`src/rtl/id_operand_unit_if.sv`:
```
// Operand-side signal bundle of the decode stage: writeback buses, register
// reads, immediate controls, pipeline controls and the resolved operands.
interface id_operand_unit_if;
    logic [37:0] MEM_BACK;
    logic [37:0] WB_BACK;
    logic        USE_MEM_BACK;
    logic        USE_WB_BACK;
    logic [4:0]  rs;
    logic [4:0]  rt;
    logic [31:0] rd1;
    logic [31:0] rd2;
    logic [15:0] imm;
    logic        extop;
    logic        exsign;
    logic [2:0]  branchType;
    logic        flush;
    logic        en;
    logic [31:0] f_rd1;
    logic [31:0] f_rd2;
    logic [31:0] ext_out;
    logic        branchAvail;
    logic [31:0] q_rd1;
    logic [31:0] q_rd2;
    logic [31:0] q_ext;

    modport master (
        output MEM_BACK, WB_BACK, USE_MEM_BACK, USE_WB_BACK,
        output rs, rt, rd1, rd2, imm, extop, exsign, branchType, flush, en,
        input  f_rd1, f_rd2, ext_out, branchAvail, q_rd1, q_rd2, q_ext
    );

    modport slave (
        input  MEM_BACK, WB_BACK, USE_MEM_BACK, USE_WB_BACK,
        input  rs, rt, rd1, rd2, imm, extop, exsign, branchType, flush, en,
        output f_rd1, f_rd2, ext_out, branchAvail, q_rd1, q_rd2, q_ext
    );
endinterface

```
`src/rtl/id_operand_unit.sv`:
```
// Decode-stage operand unit: bypasses MEM/WB results onto rs/rt, extends the
// immediate, resolves the branch condition and registers the operands for EX.
module id_operand_unit (
    input  logic               clk,
    input  logic               rst,
    id_operand_unit_if.slave   bus
);
    logic        mem_we;
    logic [31:0] mem_wd;
    logic [4:0]  mem_rw;
    logic        wb_we;
    logic [31:0] wb_wd;
    logic [4:0]  wb_rw;

    assign mem_we = bus.MEM_BACK[37];
    assign mem_wd = bus.MEM_BACK[36:5];
    assign mem_rw = bus.MEM_BACK[4:0];
    assign wb_we  = bus.WB_BACK[37];
    assign wb_wd  = bus.WB_BACK[36:5];
    assign wb_rw  = bus.WB_BACK[4:0];

    logic [4:0]  src_num  [2];
    logic [31:0] src_data [2];
    logic [31:0] fwd_data [2];

    assign src_num[0]  = bus.rs;
    assign src_num[1]  = bus.rt;
    assign src_data[0] = bus.rd1;
    assign src_data[1] = bus.rd2;

    // Same bypass network for both source operands; MEM is younger so it wins.
    generate
        for (genvar gi = 0; gi < 2; gi++) begin : g_fwd
            logic mem_hit;
            logic wb_hit;
            logic src_nz;

            assign src_nz  = |src_num[gi];
            assign mem_hit = bus.USE_MEM_BACK & mem_we & (mem_rw == src_num[gi]) & src_nz;
            assign wb_hit  = bus.USE_WB_BACK  & wb_we  & (wb_rw  == src_num[gi]) & src_nz;

            always_comb begin
                fwd_data[gi] = src_data[gi];
                if (mem_hit)
                    fwd_data[gi] = mem_wd;
                else if (wb_hit)
                    fwd_data[gi] = wb_wd;
            end
        end
    endgenerate

    assign bus.f_rd1 = fwd_data[0];
    assign bus.f_rd2 = fwd_data[1];

    logic [31:0] ext_val;

    always_comb begin
        ext_val = {16'h0000, bus.imm};
        if (bus.extop)
            ext_val = {bus.imm, 16'h0000};
        else if (bus.exsign)
            ext_val = {{16{bus.imm[15]}}, bus.imm};
    end

    assign bus.ext_out = ext_val;

    logic signed [31:0] op_a;
    logic signed [31:0] op_b;
    logic               taken;

    assign op_a = fwd_data[0];
    assign op_b = fwd_data[1];

    always_comb begin
        taken = 1'b0;
        case (bus.branchType)
            3'd1:    taken = (op_a == op_b);
            3'd2:    taken = (op_a != op_b);
            3'd3:    taken = (op_a <= 32'sd0);
            3'd4:    taken = (op_a >  32'sd0);
            3'd5:    taken = (op_a <  32'sd0);
            3'd6:    taken = (op_a >= 32'sd0);
            default: taken = 1'b0;
        endcase
    end

    assign bus.branchAvail = taken;

    logic [31:0] q_rd1_reg;
    logic [31:0] q_rd2_reg;
    logic [31:0] q_ext_reg;

    // Flush outranks enable so a squashed slot always leaves EX with zeros.
    always_ff @(posedge clk or negedge rst) begin
        if (!rst) begin
            q_rd1_reg <= 32'h0;
            q_rd2_reg <= 32'h0;
            q_ext_reg <= 32'h0;
        end else if (bus.flush) begin
            q_rd1_reg <= 32'h0;
            q_rd2_reg <= 32'h0;
            q_ext_reg <= 32'h0;
        end else if (bus.en) begin
            q_rd1_reg <= fwd_data[0];
            q_rd2_reg <= fwd_data[1];
            q_ext_reg <= ext_val;
        end
    end

    assign bus.q_rd1 = q_rd1_reg;
    assign bus.q_rd2 = q_rd2_reg;
    assign bus.q_ext = q_ext_reg;
endmodule

```
`src/flat_wrapper.sv`:
```
// flat-port wrapper written by rule: the top's interface ports become plain ports
module id_operand_unit_flat 
  (clk, rst, bus_MEM_BACK, bus_WB_BACK, bus_USE_MEM_BACK, bus_USE_WB_BACK, bus_rs, bus_rt, bus_rd1, bus_rd2, bus_imm, bus_extop, bus_exsign, bus_branchType, bus_flush, bus_en, bus_f_rd1, bus_f_rd2, bus_ext_out, bus_branchAvail, bus_q_rd1, bus_q_rd2, bus_q_ext);
  id_operand_unit_if bus_i ();
  input  logic clk;
  input  logic rst;
  input wire logic [$bits(bus_i.MEM_BACK)-1:0] bus_MEM_BACK;
  input wire logic [$bits(bus_i.WB_BACK)-1:0] bus_WB_BACK;
  input wire logic [$bits(bus_i.USE_MEM_BACK)-1:0] bus_USE_MEM_BACK;
  input wire logic [$bits(bus_i.USE_WB_BACK)-1:0] bus_USE_WB_BACK;
  input wire logic [$bits(bus_i.rs)-1:0] bus_rs;
  input wire logic [$bits(bus_i.rt)-1:0] bus_rt;
  input wire logic [$bits(bus_i.rd1)-1:0] bus_rd1;
  input wire logic [$bits(bus_i.rd2)-1:0] bus_rd2;
  input wire logic [$bits(bus_i.imm)-1:0] bus_imm;
  input wire logic [$bits(bus_i.extop)-1:0] bus_extop;
  input wire logic [$bits(bus_i.exsign)-1:0] bus_exsign;
  input wire logic [$bits(bus_i.branchType)-1:0] bus_branchType;
  input wire logic [$bits(bus_i.flush)-1:0] bus_flush;
  input wire logic [$bits(bus_i.en)-1:0] bus_en;
  output wire logic [$bits(bus_i.f_rd1)-1:0] bus_f_rd1;
  output wire logic [$bits(bus_i.f_rd2)-1:0] bus_f_rd2;
  output wire logic [$bits(bus_i.ext_out)-1:0] bus_ext_out;
  output wire logic [$bits(bus_i.branchAvail)-1:0] bus_branchAvail;
  output wire logic [$bits(bus_i.q_rd1)-1:0] bus_q_rd1;
  output wire logic [$bits(bus_i.q_rd2)-1:0] bus_q_rd2;
  output wire logic [$bits(bus_i.q_ext)-1:0] bus_q_ext;
  assign bus_i.MEM_BACK = bus_MEM_BACK;
  assign bus_i.WB_BACK = bus_WB_BACK;
  assign bus_i.USE_MEM_BACK = bus_USE_MEM_BACK;
  assign bus_i.USE_WB_BACK = bus_USE_WB_BACK;
  assign bus_i.rs = bus_rs;
  assign bus_i.rt = bus_rt;
  assign bus_i.rd1 = bus_rd1;
  assign bus_i.rd2 = bus_rd2;
  assign bus_i.imm = bus_imm;
  assign bus_i.extop = bus_extop;
  assign bus_i.exsign = bus_exsign;
  assign bus_i.branchType = bus_branchType;
  assign bus_i.flush = bus_flush;
  assign bus_i.en = bus_en;
  assign bus_f_rd1 = bus_i.f_rd1;
  assign bus_f_rd2 = bus_i.f_rd2;
  assign bus_ext_out = bus_i.ext_out;
  assign bus_branchAvail = bus_i.branchAvail;
  assign bus_q_rd1 = bus_i.q_rd1;
  assign bus_q_rd2 = bus_i.q_rd2;
  assign bus_q_ext = bus_i.q_ext;
  id_operand_unit u_core (.clk(clk), .rst(rst), .bus(bus_i));
endmodule
```
`config.mk`:
```
export PLATFORM = sky130hd
export DESIGN_NAME = id_operand_unit_flat
export DESIGN_NICKNAME = d
export VERILOG_FILES = /design/src/rtl/id_operand_unit_if.sv /design/src/rtl/id_operand_unit.sv /design/src/flat_wrapper.sv
export SDC_FILE = /design/constraint.sdc
export NUM_CORES = 1
export LEC_CHECK = 0
export ABC_AREA = 1
export BUFFER_PORTS_ARGS = -buffer_cell sky130_fd_sc_hd__buf_2
export CORE_UTILIZATION = 35
export CTS_CLUSTER_SIZE = 30
export DETAILED_ROUTE_END_ITERATION = 7
export PLACE_DENSITY = 0.6
export SYNTH_ARGS = -nofsm -noshare
export SYNTH_HDL_FRONTEND = slang
export SYNTH_SLANG_ARGS = --single-unit
```
`constraint.sdc`:
```
create_clock -name clk -period 1.8 [get_ports clk]
set_input_delay 0.09 -clock clk [delete_from_list [all_inputs] [get_ports clk]]
set_output_delay 0.09 -clock clk [all_outputs]
set_load 0.03 [all_outputs]
```
==> summary by stage, run 1 <==
Outcome
The run finished, with violations left. The checks that failed: negative setup slack.

Logic synthesis
The gate count after technology mapping is 1317. After synthesis, the cell types taking the most area are sky130_fd_sc_hd__dfrtp_1, sky130_fd_sc_hd__nand2_1, sky130_fd_sc_hd__nand3_1. Synthesis inferred 96 register bits. The Yosys step of the flow raised 0 warnings. For this run, the register share of the synthesized area comes to 30.6%. Of all cell types, the one taking the most synthesized area is sky130_fd_sc_hd__dfrtp_1. The synthesized design devotes to its leading area cell type 30.6% of total area. After synthesis the cells add up to 0.00785 mm2. The net count after synthesis is 1494. Synthesis instantiated 33 different standard cells from the library. The post-synthesis average cell area is 5.96 um2.

Timing
The final hold violation count was 0. The smallest clock period supported by the final layout is computed as 2.44 ns. The clock skew after layout is 0 ns. The relative slew slack is 62.4%.

The total count of max-transition violations in the final report is 0. Dividing the final minimum period by the clock period gives 136%. Setup repair after global routing could not meet its margin everywhere.

At the pin with the least slew margin, the transition time is 0.564 ns. Setup violations remaining at the end of the flow were counted as 6. Timing would allow up to 409 MHz.

Once routing completed, OpenROAD measured the worst setup slack at -0.642 ns.

Floorplanning
The die covers 0.0230 mm2. The die boundary width is 152 um. For this design the top-level I/O count stands at 370. The floorplan step set the die height to 152 um. The floorplan has 54 rows.

The core region is 0.0219 mm2. The starting density of the core is 35.9%.

GRT
Global routing consumed, over all layers together, 29.6% of the routing resources. The total grt overflow is 0. The global-route wire length before repair is 51400 um. The largest net degree at the start of global routing is 97. The number of antenna violations at the first check in global routing is 3. The number of global-route vias before repair came to 9440.

Clock tree
The number of buffers created by CTS is 9. The deepest clock path buffer count is 2. The H-tree level count is 3. The register clock-pin slew on the reported worst setup and hold paths is 0.08 ns.

TritonCTS built the clock tree. The clock root buffer is sky130_fd_sc_hd__clkbuf_16. The clock latency of the later-clocked register in the worst-skew pair is 0.35 ns. The clock net in this run drives a total of 96 sinks.

Final layout
The fraction of layout cells with a size suffix above 1 is 39.2%. After filler insertion, the fill cell instance count of the layout stands at 2236. At the end of the flow the core is filled with cells to 55.9%. The final layout net count is 2001.

The layout overhead on the synthesized area is 55.7%.

Worst setup path
The kind of critical path is in -> out. STA classifies the critical path startpoint as a primary input. Data arrives at the worst endpoint at 2.35 ns. Of all nets on the critical path, the largest fanout is 22. The endpoint required time on the critical path is 1.71 ns. The nature of the critical path endpoint is a primary output.

Placed design
Summed over all nets, the half-perimeter wirelength after detailed placement is 27000 um. During placement, the flow inserted port buffers numbering 369. At the end of routability-driven placement, the weighted congestion stood at 0.942. Timing analysis after detailed placement gives a worst setup slack of -0.703 ns.

Detailed routing
The remaining design rule violation count is 0. The number of nets with antenna violations after detailed routing is 0. The routed length per placed instance is 16.6 um.

The average via count per standard cell is 4.96. For this block, the routed nets add up to 35100 um of wire. The routed layout has 10471 vias. The first routing iteration left 810 violations. The number of optimization iterations in the first detailed-route pass is 6.

Flow run
The number of maximum-capacitance violations is 0.

Pwr
The cell leakage power is 7.38 nW. The worst-case IR drop observed on VDD is 0.365 mV. Power spread over the standard cell area amounts to 574 mW/mm2.

Hold path
The worst min-delay path category is in -> reg.
==> layer usage <==
| layer | GRT usage, % | vias to the layer above | share of wire [%] |
|---|---|---|---|
| met4 | 11.6 | 2 | 2.7 |
| li1 | - | 5139 | - |
| met1 | 38.0 | 4744 | 41 |
| met2 | 49.5 | 518 | 48 |
| met3 | 4.76 | 68 | 8.2 |
| met5 | 0 | - | 0.037 |
==> repair_timing <==
item,CTS,global route
pin swaps,5,19
hold endpoints to repair,23,0
buffers inserted,4,9
gates cloned,1,3
gates resized for setup,24,64
hold buffers,1,0
setup endpoints to repair,2,44
==> report_power, final <==
group	leakage, nW	internal [mW]	total [mW]	switching, mW
Clock	0.140	0.971	1.98	1.01
Combinational	5.95	0.995	2.70	1.71
Sequential	1.28	2.27	2.34	0.0648
Total	7.38	4.24	7.02	2.78
==> cell families after synthesis <==
| family | share of synthesized area (%) |
|---|---|
| xor+xnor | 0.446 |
| compound gates | 10.4 |
| flops | 30.6 |
| simple gates | 40.6 |
| buf+inv | 18.0 |
==> cells in the mapped netlist, drive strengths merged <==
cell    instances
a21oi          21
and2            2
buf            49
clkbuf         22
clkinv          1
dfrtp          96
inv           267
nand2         496
nand3         184
nand3b         13
nand4           3
nor2           39
nor3            3
o21ai          18
o22ai          95
or2             4
xnor2           4
==> per-stage QoR <==
step	TNS (ns)	cells	total power [mW]	area, um2	hold WS (ns)
floorplan	-0.0758	1317	3.76	7970	-0.206
detailed placement	-0.709	2076	4.96	11400	0.0671
CTS	-0.596	2098	6.98	11900	0.0360
finish	-0.737	2111	7.02	12200	0.0425
global placement	-0.702	2076	4.95	11400	0.0683
global route	-2.03	2111	7.38	12200	0.0503
==> critical path, cell delays in order <==
cell and delay, ns:
sky130_fd_sc_hd__buf_2 0.13, sky130_fd_sc_hd__xnor2_2 0.19, sky130_fd_sc_hd__nand2_2 0.10, sky130_fd_sc_hd__nor2_4 0.15, sky130_fd_sc_hd__buf_12 0.15, sky130_fd_sc_hd__nand2_8 0.06
sky130_fd_sc_hd__buf_12 0.17, sky130_fd_sc_hd__nand2_1 0.08, sky130_fd_sc_hd__nand3_1 0.08, sky130_fd_sc_hd__nand2_2 0.14, sky130_fd_sc_hd__nand2_1 0.07, sky130_fd_sc_hd__nand2_1 0.09
sky130_fd_sc_hd__nand2_2 0.07, sky130_fd_sc_hd__nor2_1 0.10, sky130_fd_sc_hd__nand2_1 0.10, sky130_fd_sc_hd__nor2_2 0.17, sky130_fd_sc_hd__nand2_1 0.07, sky130_fd_sc_hd__nand2_1 0.06
sky130_fd_sc_hd__nand2_2 0.06, sky130_fd_sc_hd__nand2_4 0.08, sky130_fd_sc_hd__buf_6 0.13
==> placed cells by master (no fill, tap or decap), drive strengths merged, types with 13 or more instances in the layout <==
master,netlist,layout
clkbuf,22,15
nand3b,13,13
nand3,184,184
o22ai,95,95
o21ai,18,18
buf,49,559
nor2,39,39
a21oi,21,21
nand2,496,496
dfrtp,96,96
inv,267,271
==> cell type report <==
type,instances,area (um2),share of cell area [%]
Multi-Input combinational cell,882,4350,35.6
Timing Repair Buffer,567,3820,31.3
Sequential cell,96,2400,19.6
Inverter,268,1010,8.25
Tap cell,280,350,2.86
Clock buffer,9,225,1.84
Clock inverter,7,61.3,0.501
Antenna cell,2,5.00,0.0409
==> final timing paths <==
kind | startpoint | endpoint | slack, ns | depth (start not counted)
worst max-delay path | bus_rs[4] | bus_branchAvail | -0.64 | 21
worst min-delay path | bus_imm[2] | u_core.bus.q_ext[2] | 0.04 | 3
worst max register to register | u_core.bus.q_rd1[14] | u_core.bus.q_rd1[14] | 1.11 | 2
worst min register to register | u_core.bus.q_ext[7] | u_core.bus.q_ext[7] | 0.53 | 2
max in group asynchronous | rst | u_core.bus.q_ext[8] | 0.97 | 3
min in group asynchronous | rst | u_core.bus.q_rd2[19] | 0.23 | 2
Power figures use the tool's default switching activity.
==> run 2: changes to the inputs <==
--- a/config.mk
+++ b/config.mk
@@ -7,10 +7,11 @@
 export LEC_CHECK = 0
 export ABC_AREA = 1
 export BUFFER_PORTS_ARGS = -buffer_cell sky130_fd_sc_hd__buf_2
-export CORE_UTILIZATION = 35
+export CORE_AREA = 2 2 143 145
 export CTS_CLUSTER_SIZE = 30
 export DETAILED_ROUTE_END_ITERATION = 7
-export PLACE_DENSITY = 0.6
+export DIE_AREA = 0 0 145 147
+export PLACE_DENSITY = 0.67
 export SYNTH_ARGS = -nofsm -noshare
 export SYNTH_HDL_FRONTEND = slang
 export SYNTH_SLANG_ARGS = --single-unit
==> summary by stage, run 2 (same netlist as run 1, synthesis figures left out) <==
GRT
The largest net degree at the start of global routing is 98 (+1.0%). The global-route total usage across every layer came to 32.6% (+3.0 points). The number of global-route vias before repair is 10461 (+11%). The number of antenna violations at the first check in global routing is 5 (+2).

The total grt overflow is 0 (unchanged). The global-route wire length before repair is 55000 um (+7.0%).

Clock tree
The register clock-pin slew on the reported worst setup and hold paths is 0.07 ns (about the same). The deepest clock path buffer count came to 2 (unchanged). The number of buffers created by CTS is 9 (unchanged). TritonCTS built the clock tree. The H-tree level count came to 3 (unchanged). The clock root buffer is sky130_fd_sc_hd__clkbuf_16. The clock latency of the later-clocked register in the worst-skew pair is 0.36 ns (about the same). The number of sinks driven by the clock tree came to 96 (unchanged).

Hold path
The number of instances on the worst hold path was 3 (unchanged). The path class of the tightest hold or removal check is in -> reg.

Floorplanning
The number of placement rows came to 52 (-3.7%). The total die area is 0.0213 mm2 (-7.5%). The starting density of the core came to 39.6% (+3.7 points). The die boundary width is 145 um (-4.5%). The I/O pin count is 370 (unchanged). The height of the chip came to 147 um (-3.2%). The area of the placeable core came to 0.0198 mm2 (-9.4%).

Placed design
The total half-perimeter wirelength after legalization and detailed placement is 27200 um (+0.96%). The cell area reported after detailed placement is 0.0116 mm2 (+1.3%). The global placer's final weighted congestion came to 0.999 (+6.0%).

The count of port buffers added during placement is 369 (unchanged). The placed instance count came to 2084 (+0.39%).

Detailed routing
The met2 layer wire length in the routed design is 17700 um (+5.2%). The top routing layer in use is met5. The wire length on met3 came to 3890 um (+36%). The starting DRC count in detailed routing is 935 (+15%). The remaining design rule violation count is 0 (unchanged). The number of optimization iterations in the first detailed-route pass is 7 (+1). The average via count per standard cell is 5.21 (+5.0%). The count of vias placed by the detailed router was 11219 (+7.1%). The routed metal-1 wire length came to 14300 um (-0.80%). The routed length per placed instance is 17.6 um (+5.8%). The number of nets with antenna violations after detailed routing came to 0 (unchanged). The post-detailed-routing wire length was 37800 um (+8.0%).

Timing
The transition time at the pin with the least slew margin is 0.603 ns (+0.0400 ns). The clock skew after layout was 0 ns (unchanged). The worst slack on hold paths is 0.0392 ns (-0.00329 ns). The total count of max-transition violations in the final report is 0 (unchanged).

The total negative slack is -0.635 ns (+0.101 ns). The worst path setup slack after routing is -0.635 ns (+0.00692 ns). The relative slew slack is 59.7% (-2.7 points). The post-route minimum period is 2.44 ns (-0.00692 ns).

The top achievable clock speed came to 411 MHz (+0.28%). The final setup violation count is 1 (-5). Setup repair after global routing could not meet its margin everywhere. The ratio of final minimum period to clock period is 135% (-0.38 points).

The final hold violation count is 0 (unchanged).

Flow run
The number of maximum-capacitance violations is 0 (unchanged).

Final layout
The library cell used most frequently in the layout, excluding fill and tap cells, is sky130_fd_sc_hd__nand2_1. Leaving out fill and tap cells, the most frequent cells in the layout are sky130_fd_sc_hd__nand2_1, sky130_fd_sc_hd__buf_2, sky130_fd_sc_hd__inv_1. The area taken by multi-input logic gates is 0.00475 mm2 (+9.2%).

From synthesis to final layout, the design area changed by 69.9%. The flip-flop and latch area came to 0.00240 mm2 (unchanged). The fraction of layout cells with a size suffix above 1 is 45.3% (+6.1 points). The post-layout instance count excluding filler cells is 2154 (+2.0%). The final layout net count is 2053 (+2.6%). The final instance area is 0.0133 mm2 (+9.1%). The total of fill cells in the finished design is 1744 (-22%).

Worst setup path
The maximum fanout count along the critical path is 8 (-64%). The data arrival time of the critical path came to 2.35 ns (about the same). The nature of the critical path startpoint is a primary input.

STA classifies the critical path endpoint as a primary output. The number of cells on the worst reg-to-reg path is 2 (unchanged). The worst setup path is of the in -> out kind. The endpoint required time on the critical path is 1.71 ns (about the same).

Pwr
The total chip power is 7.30 mW (+4.0%). The power density over the cells is 547 mW/mm2 (-4.7%). The peak supply drop is 0.398 mV (+9.0%). The cell leakage power is 7.87 nW (+6.6%).

Outcome
The run finished, with violations left. The final reports fail on negative setup slack.
-- run 2: cell types whose count changed in the layout (fill, tap and decap cells not counted), sizes merged --
cell      change
clkbuf        +1
nand2         +1
buf          +51
clkinvlp      -1
inv           -1
bufbuf        -1
clkinv        +2
diode         +1
-- run 2: through the flow --
| step | worst slack [ns] | utilization, % |
|---|---|---|
| 2_1_floorplan | -0.0758 | - |
| 3_3_place_gp | -0.745 | 58.4 |
| 3_5_place_dp | -0.768 | 58.4 |
| 4_1_cts | -0.573 | 62.4 |
| 5_1_grt | -0.770 | 67.2 |
| 6_report | -0.635 | 67.2 |
-- run 2: path summary, 6_finish.rpt --
path	endpoint	slack, ns	from
max in group asynchronous	u_core.bus.q_rd2[30]	0.98	rst
min reg2reg	u_core.bus.q_ext[7]	0.53	u_core.bus.q_ext[7]
min	u_core.bus.q_ext[6]	0.04	bus_imm[6]
max	bus_branchAvail	-0.64	bus_WB_BACK[4]
max reg2reg	u_core.bus.q_rd1[29]	1.07	u_core.bus.q_rd1[29]
min in group asynchronous	u_core.bus.q_rd1[23]	0.24	rst
-- run 2: timing repair --
item                       CTS  global route
hold buffers                 1             0
setup buffers               23            24
gates resized for setup     80           180
hold endpoints to repair    27             0
cloned                       3             6
pin swaps                   37            99
setup endpoints to repair   11            33
-- run 2: power breakdown --
part / switching (mW) / internal [mW] / leakage (nW)
clock: 1.01 / 0.984 / 0.148
combinational: 1.82 / 1.14 / 6.44
sequential: 0.0697 / 2.27 / 1.28
total: 2.90 / 4.40 / 7.87
-- run 2: critical path: stages --
cell and delay (ns):
sky130_fd_sc_hd__clkbuf_4 0.15, sky130_fd_sc_hd__xnor2_4 0.18, sky130_fd_sc_hd__nand2_2 0.10, sky130_fd_sc_hd__nor2_4 0.20
sky130_fd_sc_hd__nand2_4 0.13, sky130_fd_sc_hd__buf_4 0.18, sky130_fd_sc_hd__nand2_1 0.08, sky130_fd_sc_hd__nand3_1 0.09
sky130_fd_sc_hd__nand2_2 0.12, sky130_fd_sc_hd__nand2_2 0.07, sky130_fd_sc_hd__nor2_1 0.16, sky130_fd_sc_hd__nand2_1 0.11
sky130_fd_sc_hd__nor2_2 0.14, sky130_fd_sc_hd__nand2_1 0.08, sky130_fd_sc_hd__nand3_1 0.08, sky130_fd_sc_hd__nand2_1 0.06
sky130_fd_sc_hd__nor2_2 0.12, sky130_fd_sc_hd__nand2_4 0.07, sky130_fd_sc_hd__buf_6 0.14
-- run 2: metal layers --
layer,track usage (%),vias up
met5,0,-
met2,53.1,688
met1,40.3,5124
li1,-,5247
met4,16.2,4
met3,8.26,156
-- run 2: cell type report --
type	instances	area share [%]
multi-input cells	883	35.6
repair buffers	618	33.9
flip-flops and latches	96	18.0
inverters	268	7.65
well taps	270	2.53
clock buffers	9	1.69
clock inverters	7	0.544
diodes	3	0.0563
